==> config.mk <==
export PLATFORM = sky130hd
export DESIGN_NAME = img_in_loader_flat
export DESIGN_NICKNAME = d
export VERILOG_FILES = /design/src/rtl/img_in_loader_if.sv /design/src/rtl/img_in_loader.sv /design/src/flat_wrapper.sv
export SDC_FILE = /design/constraint.sdc
export NUM_CORES = 1
export LEC_CHECK = 0
export BUFFER_PORTS_ARGS = -buffer_cell sky130_fd_sc_hd__buf_2
export CAP_MARGIN = 20
export CORE_AREA = 5 5 157 159
export DETAILED_ROUTE_END_ITERATION = 12
export DIE_AREA = 0 0 162 164
export PLACE_DENSITY_LB_ADDON = 0.08
export SETUP_SLACK_MARGIN = 0.05
export SLEW_MARGIN = 5
export SYNTH_ARGS = -nofsm -noshare
export SYNTH_HDL_FRONTEND = slang
export SYNTH_SLANG_ARGS = --single-unit
==> constraint.sdc <==
create_clock -name clk -period 16.1 [get_ports clk]
set_input_delay 1.61 -clock clk [delete_from_list [all_inputs] [get_ports clk]]
set_output_delay 1.61 -clock clk [all_outputs]
set_load 0.005 [all_outputs]
==> src/rtl/img_in_loader_if.sv <==
// Pixel stream (valid/ready) and image-memory write port of the input loader.
// The master modport is the upstream/memory side; the slave modport is the loader.
interface img_in_loader_if #(
  parameter int ADDR_W = 19
);
  logic              s_valid;
  logic [7:0]        s_data;
  logic              s_last;
  logic              s_ready;
  logic [ADDR_W-1:0] mem_waddr;
  logic [7:0]        mem_wdata;
  logic              mem_we;

  modport master (
    output s_valid, s_data, s_last,
    input  s_ready, mem_waddr, mem_wdata, mem_we
  );

  modport slave (
    input  s_valid, s_data, s_last,
    output s_ready, mem_waddr, mem_wdata, mem_we
  );
endinterface

==> src/rtl/img_in_loader.sv <==
// Loads one raster-order 8-bit pixel stream into mem_in, checking frame size and
// framing and keeping a 16-bit running checksum. All outputs are registered.
module img_in_loader #(
  parameter int ADDR_W = 19
) (
  input  logic              clk,
  input  logic              rst_n,
  input  logic              start,
  input  logic [15:0]       cfg_w,
  input  logic [15:0]       cfg_h,
  img_in_loader_if.slave    bus,
  output logic              busy,
  output logic              done,
  output logic              err_size,
  output logic              err_frame,
  output logic [ADDR_W:0]   pix_count,
  output logic [15:0]       checksum
);

  typedef enum logic [1:0] {IDLE, LOAD, DONE, ERR} state_e;

  localparam logic [31:0] FRAME_MAX = 32'd1 << ADDR_W;

  state_e            state_q;
  logic [31:0]       total_q;
  logic [ADDR_W:0]   pix_count_q;
  logic [15:0]       checksum_q;
  logic              busy_q, done_q, s_ready_q, err_size_q, err_frame_q;
  logic              mem_we_q;
  logic [ADDR_W-1:0] mem_waddr_q;
  logic [7:0]        mem_wdata_q;

  logic [31:0]       total_d;
  logic              cfg_bad;
  logic              accept;
  logic              last_pix;

  always_comb begin
    total_d  = 32'(cfg_w) * 32'(cfg_h);
    cfg_bad  = (cfg_w == 16'd0) || (cfg_h == 16'd0) || (total_d > FRAME_MAX);
    accept   = bus.s_valid & s_ready_q;
    last_pix = (32'(pix_count_q) == total_q - 32'd1);
  end

  // Reset is synchronous and active-high despite the port name.
  always_ff @(posedge clk) begin
    if (rst_n) begin
      state_q     <= IDLE;
      total_q     <= '0;
      pix_count_q <= '0;
      checksum_q  <= '0;
      busy_q      <= 1'b0;
      done_q      <= 1'b0;
      s_ready_q   <= 1'b0;
      err_size_q  <= 1'b0;
      err_frame_q <= 1'b0;
      mem_we_q    <= 1'b0;
      mem_waddr_q <= '0;
      mem_wdata_q <= '0;
    end else begin
      // NOTE: default assignment keeps mem_we a single-cycle strobe per accepted beat.
      mem_we_q <= 1'b0;
      case (state_q)
        LOAD: begin
          if (accept) begin
            mem_we_q    <= 1'b1;
            mem_waddr_q <= pix_count_q[ADDR_W-1:0];
            mem_wdata_q <= bus.s_data;
            pix_count_q <= pix_count_q + 1'b1;
            checksum_q  <= checksum_q + {8'd0, bus.s_data};
            if (last_pix || bus.s_last) begin
              // Framing is good only when s_last coincides with the final pixel.
              err_frame_q <= (last_pix != bus.s_last);
              state_q     <= DONE;
              busy_q      <= 1'b0;
              s_ready_q   <= 1'b0;
              done_q      <= 1'b1;
            end
          end
        end
        default: begin
          if (start) begin
            total_q     <= total_d;
            pix_count_q <= '0;
            checksum_q  <= '0;
            err_frame_q <= 1'b0;
            if (cfg_bad) begin
              state_q    <= ERR;
              err_size_q <= 1'b1;
              done_q     <= 1'b1;
              busy_q     <= 1'b0;
              s_ready_q  <= 1'b0;
            end else begin
              state_q    <= LOAD;
              err_size_q <= 1'b0;
              done_q     <= 1'b0;
              busy_q     <= 1'b1;
              s_ready_q  <= 1'b1;
            end
          end
        end
      endcase
    end
  end

  assign bus.s_ready   = s_ready_q;
  assign bus.mem_we    = mem_we_q;
  assign bus.mem_waddr = mem_waddr_q;
  assign bus.mem_wdata = mem_wdata_q;
  assign busy          = busy_q;
  assign done          = done_q;
  assign err_size      = err_size_q;
  assign err_frame     = err_frame_q;
  assign pix_count     = pix_count_q;
  assign checksum      = checksum_q;

endmodule
==> src/flat_wrapper.sv <==
// flat-port wrapper written by rule: the top's interface ports become plain ports
module img_in_loader_flat 
#(
  parameter int ADDR_W = 19
)
  (clk, rst_n, start, cfg_w, cfg_h, busy, done, err_size, err_frame, pix_count, checksum, bus_s_valid, bus_s_data, bus_s_last, bus_s_ready, bus_mem_waddr, bus_mem_wdata, bus_mem_we);
  img_in_loader_if #(.ADDR_W(ADDR_W)) bus_i ();
  input  logic clk;
  input  logic rst_n;
  input  logic start;
  input  logic [15:0] cfg_w;
  input  logic [15:0] cfg_h;
  output logic busy;
  output logic done;
  output logic err_size;
  output logic err_frame;
  output logic [ADDR_W:0] pix_count;
  output logic [15:0] checksum;
  input wire logic [$bits(bus_i.s_valid)-1:0] bus_s_valid;
  input wire logic [$bits(bus_i.s_data)-1:0] bus_s_data;
  input wire logic [$bits(bus_i.s_last)-1:0] bus_s_last;
  output wire logic [$bits(bus_i.s_ready)-1:0] bus_s_ready;
  output wire logic [$bits(bus_i.mem_waddr)-1:0] bus_mem_waddr;
  output wire logic [$bits(bus_i.mem_wdata)-1:0] bus_mem_wdata;
  output wire logic [$bits(bus_i.mem_we)-1:0] bus_mem_we;
  assign bus_i.s_valid = bus_s_valid;
  assign bus_i.s_data = bus_s_data;
  assign bus_i.s_last = bus_s_last;
  assign bus_s_ready = bus_i.s_ready;
  assign bus_mem_waddr = bus_i.mem_waddr;
  assign bus_mem_wdata = bus_i.mem_wdata;
  assign bus_mem_we = bus_i.mem_we;
  img_in_loader #(.ADDR_W(ADDR_W)) u_core (.clk(clk), .rst_n(rst_n), .start(start), .cfg_w(cfg_w), .cfg_h(cfg_h), .bus(bus_i), .busy(busy), .done(done), .err_size(err_size), .err_frame(err_frame), .pix_count(pix_count), .checksum(checksum));
endmodule
==> impl_metrics.toml, run 1 <==
[outcome]
status = "complete, no violations"

[flow_run]
drv_cap = 0

[sta]
period_share_pct = 51.7
min_period_ns = 8.33
setup_viol = 0
hold_ws_ns = 0.451
rsz0062_at_grt = "false"
relSlewSlack_pct = 28.3
fmax_mhz = 120
fin_setup_tns_ns = 0
worst_pin_slew_ns = 1.08
finClkSkew_ns = 0.0116
drv_slew = 0
final_hold_viol_count = 0

[cts]
cts_resized = 0
ctsHoldBuffers = 0
clock_sinks = 101
cts.reportedPaths.clkPinSlew_ns = 0.07
postCtsSetupRepairBufs = 0
tritoncts = "yes"
clock_path_buffers = 2
h-tree-depth = 3
clockRootBuffer = "clkbuf_16"
cts_made_buffers = 9
clk_latency_ns = 0.34

[global_route]
grt_max_degree = 78
grt_pass1_vias = 11800
grt_use_total_pct = 26.4
grt_pass1_wl_um = 57500
gr-total-overflow = 0
antenna_found_initial = 0

[placed_design]
placed_cells = 1989
place_congestion = 0.879
portBuffers = 113
dpl.hpwl_um = 26100

[floorplanning]
core-area_um2 = 23100
io_pins = 114
die_w_um = 162
fp-row-count = 56
die_area_um2 = 26600
initial_core_util_pct = 59.2
fp.dieH_um = 164

[layout]
final_cell_mix = "nand2_1, inv_1, fa_1"
synthToLayoutAreaGrowth_pct = 6.88
layout_commonest_cell = "nand2_1"
num_antenna_cells = 0
final_util_pct = 63.2
final_nets = 2065
fillCellCount = 2125
finalNonFillerCells = 2005
drive_gt1_share_pct = 8.28

[yosys]
syn_avg_cell_area_um2 = 8.23
synth_flop_cell = "dfxtp_1"
synth.ff_latch_count = 101
synthArstFlopShare_pct = 0
ys_types = 68
synthCells = 1662
synth_edf_count = 0
syn-num-nets = 2017
synth_area_um2 = 13700
yosys_warnings = 0
yosysSeqAreaShare_pct = 14.8

[power]
p_leak_nw = 7.03
powerDensity_nw_per_um2 = 230
ir_drop_mv = 0.244
finalPower_mw = 3.36

[setup_path]
worstPathCellList = "buf_2, nand2_1, fa_1, fa_1, fa_1, fa_1, inv_1, fa_1, inv_1, fa_1, inv_1, ha_1, nand3_1, nor4_1, o311ai_1, a2111oi_0, o21ai_1, a21o_1, nor4_1, and4_1, nor3_1"
critPathArrivalTime_ns = 8.52
slowest_stage = "a2111oi_0"
required_ns = 16.30
crit_buf_inv = 4
startpoint_type = "primary input"
cp_common_cell = "fa_1"
endpoint_kind = "flop"
path_class = "in -> reg"
crit_family = "adder cells"
path_max_fanout = 17
reg2reg_slack_ns = 11.68
worst_path_largest_cell_delay_ns = 0.74

[detailed_routing]
wirelength_um = 33000
wl_per_cell_um = 16.5
drtPass1Iterations = 5
num_vias = 11300
initialDrtViolationCount = 765
via_per_inst = 5.62
drc = 0
ant_nets = 0

[min_path]
min_path_type = "reg -> reg"
==> where the power goes <==
group,internal (mW),switching (mW)
sequential,0.274,0.0269
combinational,1.12,1.73
clock,0.121,0.0944
total,1.51,1.85
==> worst register-to-register path: cells and delay by family, from the launching register on <==
kind                       cells  cell delay, ns
and+or+nand+nor                8            1.97
AOI/OAI and AO/OA              4            1.00
adders and majority gates      2            0.58
DFF                            1            0.49
xor gates and xnor gates       1            0.18
buffers and inverters          1            0.08
==> logic make-up (layout without fill, tap and decap cells) <==
kind of cell | Yosys count | after routing | share of synthesized area [%]
AO/OA/AOI/OAI | 223 | 223 | 9.93
buffers and inverters | 320 | 373 | 8.87
AND/OR/NAND/NOR | 628 | 628 | 22.2
XOR/XNOR | 75 | 75 | 4.80
adder cells (fa/ha/maj) | 310 | 310 | 39.1
flip-flops | 101 | 101 | 14.8
multiplexers | 5 | 5 | 0.366
==> metrics by stage <==
step | setup slack [ns] | instance area [um^2]
2_1_floorplan | 8.31 | 13700
3_3_place_gp | 7.75 | 14300
3_5_place_dp | 7.51 | 14300
4_1_cts | 7.87 | 14600
5_1_grt | 7.33 | 14600
6_report | 7.77 | 14600
==> routing by layer <==
| layer | global-route usage (%) | up-vias | wire (um) |
|---|---|---|---|
| met1 | 35.3 | 5516 | 14500 |
| li1 | - | 5400 | - |
| met5 | 0 | - | 0 |
| met3 | 4.37 | 69 | 1740 |
| met4 | 8.27 | 0 | 1120 |
| met2 | 44.5 | 276 | 15700 |
==> registers in the layout, summed over array words and instances, names as in the netlist <==
signal,count
u_core.busy,1
u_core.bus.mem_waddr,19
u_core.bus.mem_we,1
u_core.bus.mem_wdata,8
u_core.done,1
u_core.err_frame,1
u_core.total_q,32
u_core.state_q,1
u_core.checksum,16
u_core.err_size,1
u_core.pix_count,20
==> cell usage after synthesis (all sizes together) (3+ instances only) <==
cell type,instances,share of area (%)
a2111oi,3,0.19
a211oi,8,0.44
a21o,12,0.66
a21oi,109,4.0
a22oi,8,0.44
a31oi,3,0.14
and2,121,5.5
and3,7,0.32
buf,9,0.34
clkbuf,72,2.0
dfxtp,101,15
fa,195,29
ha,115,11
inv,239,6.6
mux2i,5,0.37
nand2,287,7.9
nand2b,4,0.18
nand3,25,0.95
nand4,14,0.64
nor2,82,2.3
nor2b,5,0.23
nor3,32,1.3
nor3b,4,0.22
nor4,17,1.0
o2111ai,3,0.19
o211ai,7,0.38
o21a,6,0.33
o21ai,29,1.1
o21bai,8,0.44
o22ai,4,0.18
o311ai,3,0.19
o31ai,3,0.16
or3,12,0.55
or3b,3,0.21
or4,7,0.44
xnor2,37,2.4
xor2,38,2.4
==> path summary, 6_finish.rpt <==
| kind | from | endpoint | cells after the start |
|---|---|---|---|
| setup / recovery | cfg_w[9] | u_core.err_size$_SDFFE_PP0P_ | 21 |
| setup reg to reg | u_core.total_q[0]$_SDFFE_PP0P_ | u_core.err_frame$_SDFFE_PP0P_ | 16 |
| hold / removal | u_core.bus.mem_waddr[13]$_SDFFE_PP0P_ | u_core.bus.mem_waddr[13]$_SDFFE_PP0P_ | 2 |
| hold reg to reg | u_core.bus.mem_waddr[13]$_SDFFE_PP0P_ | u_core.bus.mem_waddr[13]$_SDFFE_PP0P_ | 2 |
==> final cells by class <==
class                           instances  area, um^2  share of cell area [%]
Inverter                              239         897                    6.14
Tap cell                              290         363                    2.48
Multi-Input combinational cell       1241       10400                    71.4
Clock inverter                          5        58.8                   0.402
Clock buffer                           11         233                    1.59
Sequential cell                       101        2020                    13.8
Timing Repair Buffer                  118         603                    4.12
No activity file was read; power rests on OpenSTA's default activity.
==> run 2: changes to the inputs <==
==> constraint.sdc (replaced) <==
create_clock -name clk -period 8.26 [get_ports clk]
set_input_delay 0.826 -clock clk [delete_from_list [all_inputs] [get_ports clk]]
set_output_delay 0.826 -clock clk [all_outputs]
set_load 0.005 [all_outputs]
==> impl_metrics.toml, run 2 (same netlist as run 1, synthesis figures left out) <==
[cts]
clockRootBuffer = "clkbuf_16"
postCtsSetupRepairBufs = 0
ctsHoldBuffers = 0
h-tree-depth = 3
cts_resized = 0
clock_path_buffers = 2
cts_made_buffers = 9
cts.reportedPaths.clkPinSlew_ns = 0.07
clk_latency_ns = 0.34
clock_sinks = 101
tritoncts = "yes"

[sta]
hold_ws_ns = 0.452
setup_viol = 0
finalWorstSetupSlack_ns = 0.853
finClkSkew_ns = 0.0104
rsz0062_at_grt = "false"
relSlewSlack_pct = 30.7
period_share_pct = 89.7
final_hold_viol_count = 0
min_period_ns = 7.41
worst_pin_slew_ns = 1.04
drv_slew = 0
fmax_mhz = 135
fin_setup_tns_ns = 0

[floorplanning]
fp.dieH_um = 164
core-area_um2 = 23100
fp-row-count = 56
initial_core_util_pct = 59.2
io_pins = 114
die_area_um2 = 26600
die_w_um = 162

[power]
ir_drop_mv = 0.557
finalPower_mw = 6.57
powerDensity_nw_per_um2 = 448
p_leak_nw = 7.05

[setup_path]
startpoint_type = "primary input"
path_max_fanout = 17
required_ns = 8.46
endpoint_kind = "flop"
path_class = "in -> reg"
critPathArrivalTime_ns = 7.61

[detailed_routing]
drtPass1Iterations = 5
wl_per_cell_um = 16.3
drc = 0
ant_nets = 0
num_vias = 11200
wirelength_um = 32600
via_per_inst = 5.60
initialDrtViolationCount = 598

[placed_design]
place_congestion = 0.886
place_ws_ns = 0.541
dpl.hpwl_um = 25900
portBuffers = 113

[layout]
layout_commonest_cell = "nand2_1"
final_cell_mix = "nand2_1, inv_1, fa_1"
drive_gt1_share_pct = 8.44
largest_register = "u_core.total_q"
largest_reg_flops = 32
num_antenna_cells = 0
synthToLayoutAreaGrowth_pct = 7.13
final_nets = 2067

[outcome]
status = "complete, no violations"

[global_route]
gr-total-overflow = 0
grt_pass1_vias = 11600
grt_max_degree = 78
antenna_found_initial = 0
grt_use_total_pct = 25.8
grt_pass1_wl_um = 56200

[min_path]
min_path_type = "reg -> reg"

[flow_run]
drv_cap = 0
==> run 2: cell types whose count changed in the layout (fill, tap and decap cells not counted), sizes merged <==
cell    delta
clkbuf     +1
clkinv     -1
buf        +2
==> run 2: final timing paths <==
path         slack (ns)                            startpoint                                    to  cells past startpoint
min                0.45  u_core.bus.mem_waddr[3]$_SDFFE_PP0P_  u_core.bus.mem_waddr[3]$_SDFFE_PP0P_                      2
max reg2reg        3.85        u_core.total_q[0]$_SDFFE_PP0P_         u_core.err_frame$_SDFFE_PP0P_                     16
max                0.85                              cfg_w[7]              u_core.done$_SDFFE_PP0P_                     22
min reg2reg        0.45  u_core.bus.mem_waddr[3]$_SDFFE_PP0P_  u_core.bus.mem_waddr[3]$_SDFFE_PP0P_                      2
==> run 2: metrics by stage <==
stage	std cells	cell area, um^2	util, %
2_1_floorplan	1662	13700	-
6_report	2007	14700	63.4
3_5_place_dp	1991	14300	62.0
5_1_grt	2007	14700	63.4
4_1_cts	2007	14700	63.4
3_3_place_gp	1991	14300	62.0
==> run 2: report_power, final <==
| part | internal [mW] | switching [mW] | total [mW] |
|---|---|---|---|
| combinational | 2.20 | 3.34 | 5.54 |
| sequential | 0.533 | 0.0538 | 0.587 |
| clock | 0.253 | 0.186 | 0.439 |
==> run 2: layout make-up <==
| class | instances | area, um^2 |
|---|---|---|
| Inverter | 239 | 897 |
| Fill cell | 2136 | 8470 |
| Clock inverter | 4 | 53.8 |
| Timing Repair Buffer | 120 | 618 |
| Clock buffer | 12 | 256 |
| Tap cell | 290 | 363 |
| Multi-Input combinational cell | 1241 | 10400 |
| Sequential cell | 101 | 2020 |
==> run 2: critical path, stage by stage <==
cell and delay [ns]:
buf_2 0.22, and2_1 0.23, fa_1 0.53, inv_1 0.05, fa_1 0.47, fa_1 0.50
fa_1 0.54, inv_1 0.06, fa_1 0.53, inv_1 0.06, fa_1 0.53, inv_1 0.04
ha_1 0.35, nand3_1 0.12, nor4_1 0.58, o311ai_1 0.28, a2111oi_0 0.71, o21ai_1 0.12
a21o_1 0.17, nor4_1 0.34, and4_1 0.29, nor3_1 0.06
==> run 2: per-layer routing <==
layer  vias to the layer above  global-route usage [%]  routed length, um
met2                       237                    43.7              15600
met3                        56                    3.16               1350
met5                         -                       0                  0
met1                      5548                    35.3              14700
li1                       5404                       -                  -
met4                         0                    7.30                940
==> run 3: changes to the inputs <==
--- a/config.mk
+++ b/config.mk
@@ -11,6 +11,7 @@
 export DETAILED_ROUTE_END_ITERATION = 12
 export DIE_AREA = 0 0 162 164
 export PLACE_DENSITY_LB_ADDON = 0.08
+export REMOVE_ABC_BUFFERS = 1
 export SETUP_SLACK_MARGIN = 0.05
 export SLEW_MARGIN = 5
 export SYNTH_ARGS = -nofsm -noshare
==> constraint.sdc (replaced) <==
create_clock -name clk -period 7.5 [get_ports clk]
set_input_delay 0.75 -clock clk [delete_from_list [all_inputs] [get_ports clk]]
set_output_delay 0.75 -clock clk [all_outputs]
set_load 0.005 [all_outputs]
==> impl_metrics.toml, run 3 (same netlist as run 1, synthesis figures left out) <==
[cts]
clock_path_buffers = 2
cts_made_buffers = 9
clockRootBuffer = "clkbuf_16"
cts.reportedPaths.clkPinSlew_ns = 0.07
clock_sinks = 101
clk_latency_ns = 0.36
ctsHoldBuffers = 0
h-tree-depth = 3
tritoncts = "yes"

[setup_path]
critPathArrivalTime_ns = 7.18
path_class = "in -> reg"
endpoint_kind = "flop"
startpoint_type = "primary input"
required_ns = 7.71
path_max_fanout = 10

[floorplanning]
initial_core_util_pct = 59.2
io_pins = 114
core-area_um2 = 23100
fp-row-count = 56
fp.dieH_um = 164
die_w_um = 162
die_area_um2 = 26600

[sta]
min_period_ns = 6.97
rsz0062_at_grt = "false"
worst_pin_slew_ns = 1.04
relSlewSlack_pct = 30.9
drv_slew = 0
fmax_mhz = 144
final_hold_viol_count = 0
period_share_pct = 92.9
setup_viol = 0
fin_setup_tns_ns = 0
finClkSkew_ns = 0.0170

[detailed_routing]
drc = 0
initialDrtViolationCount = 777
ant_nets = 0
via_per_inst = 5.56
num_vias = 11300
wl_per_cell_um = 16.4
drtPass1Iterations = 5
wirelength_um = 33300

[layout]
synthToLayoutAreaGrowth_pct = 8.09
drive_gt1_share_pct = 9.56
stdcell_area_um2 = 14800
seq_area_um2 = 2020
multi_input_area_um2 = 10400
num_antenna_cells = 0
largest_register = "u_core.total_q"
final_util_pct = 63.9
final_nets = 2087
final_cell_mix = "nand2_1, inv_1, fa_1"
fillCellCount = 2052
largest_reg_flops = 32
layout_commonest_cell = "nand2_1"

[global_route]
grt_max_degree = 78
grt_pass1_wl_um = 56600
grt_use_total_pct = 26.0
antenna_found_initial = 0
grt_pass1_vias = 11400
gr-total-overflow = 0

[power]
finalPower_mw = 7.33
ir_drop_mv = 0.457
p_leak_nw = 7.14
powerDensity_nw_per_um2 = 496

[placed_design]
portBuffers = 113
dpl.hpwl_um = 27500
dpl-instance-area_um2 = 14500
place_congestion = 0.874

[outcome]
status = "complete, no violations"

[min_path]
min_path_type = "reg -> reg"

[flow_run]
drv_cap = 0
[run 3: final timing paths]
kind,from,endpoint,slack [ns],depth (start not counted)
min reg2reg,u_core.bus.mem_waddr[12]$_SDFFE_PP0P_,u_core.bus.mem_waddr[12]$_SDFFE_PP0P_,0.45,2
max,cfg_h[4],u_core.done$_SDFFE_PP0P_,0.53,22
min,u_core.bus.mem_waddr[12]$_SDFFE_PP0P_,u_core.bus.mem_waddr[12]$_SDFFE_PP0P_,0.45,2
max reg2reg,u_core.total_q[0]$_SDFFE_PP0P_,u_core.err_frame$_SDFFE_PP0P_,3.40,14
[run 3: worst max-delay path, cell delays in order]
cell	delay, ns
buf_2	0.16
buf_4	0.18
and2_1	0.17
fa_1	0.53
inv_1	0.05
fa_1	0.46
fa_1	0.52
inv_1	0.07
fa_1	0.49
fa_1	0.49
inv_1	0.05
fa_1	0.47
inv_1	0.04
ha_1	0.40
nand2_1	0.19
o21a_1	0.24
a2111oi_0	0.89
o21a_1	0.26
o21ai_0	0.09
nor4_1	0.34
and4_1	0.28
nor3_1	0.06
[run 3: cell type report]
class,count,share of cell area [%]
multi-input cells,1241,70.6
flip-flops and latches,101,13.7
inverters,239,6.07
repair buffers,140,5.20
well taps,290,2.45
clock buffers,9,1.52
clock inverters,7,0.440
[run 3: metrics by stage]
step	setup WS, ns	hold slack [ns]	std cells
final	0.533	0.453	2027
after global routing	0.0799	0.472	2027
after CTS	0.487	0.455	2027
after detailed placement	0.0998	0.443	2011
after global placement	0.221	0.440	2011
after floorplan	0.804	0.444	1581
[run 3: per-layer routing]
layer,wire length [um],GRT usage (%),up-vias
met1,14900,35.2,5457
met3,1950,4.17,50
met2,15700,44.0,318
met4,710,6.65,0
li1,-,-,5445
met5,0,0,-
[run 3: report_power, final]
part	internal, mW	total (mW)	switching [mW]
registers	0.587	0.646	0.0591
logic	2.49	6.23	3.74
clock network	0.232	0.455	0.223
total	3.31	7.33	4.02
[run 3: timing repair]
| item | 4_1_cts | 5_1_grt |
|---|---|---|
| endpoints found under the hold margin | 0 | 0 |
| gates resized for setup | 0 | 1 |
| setup buffers | 0 | 0 |
| setup endpoints to repair | 0 | 2 |
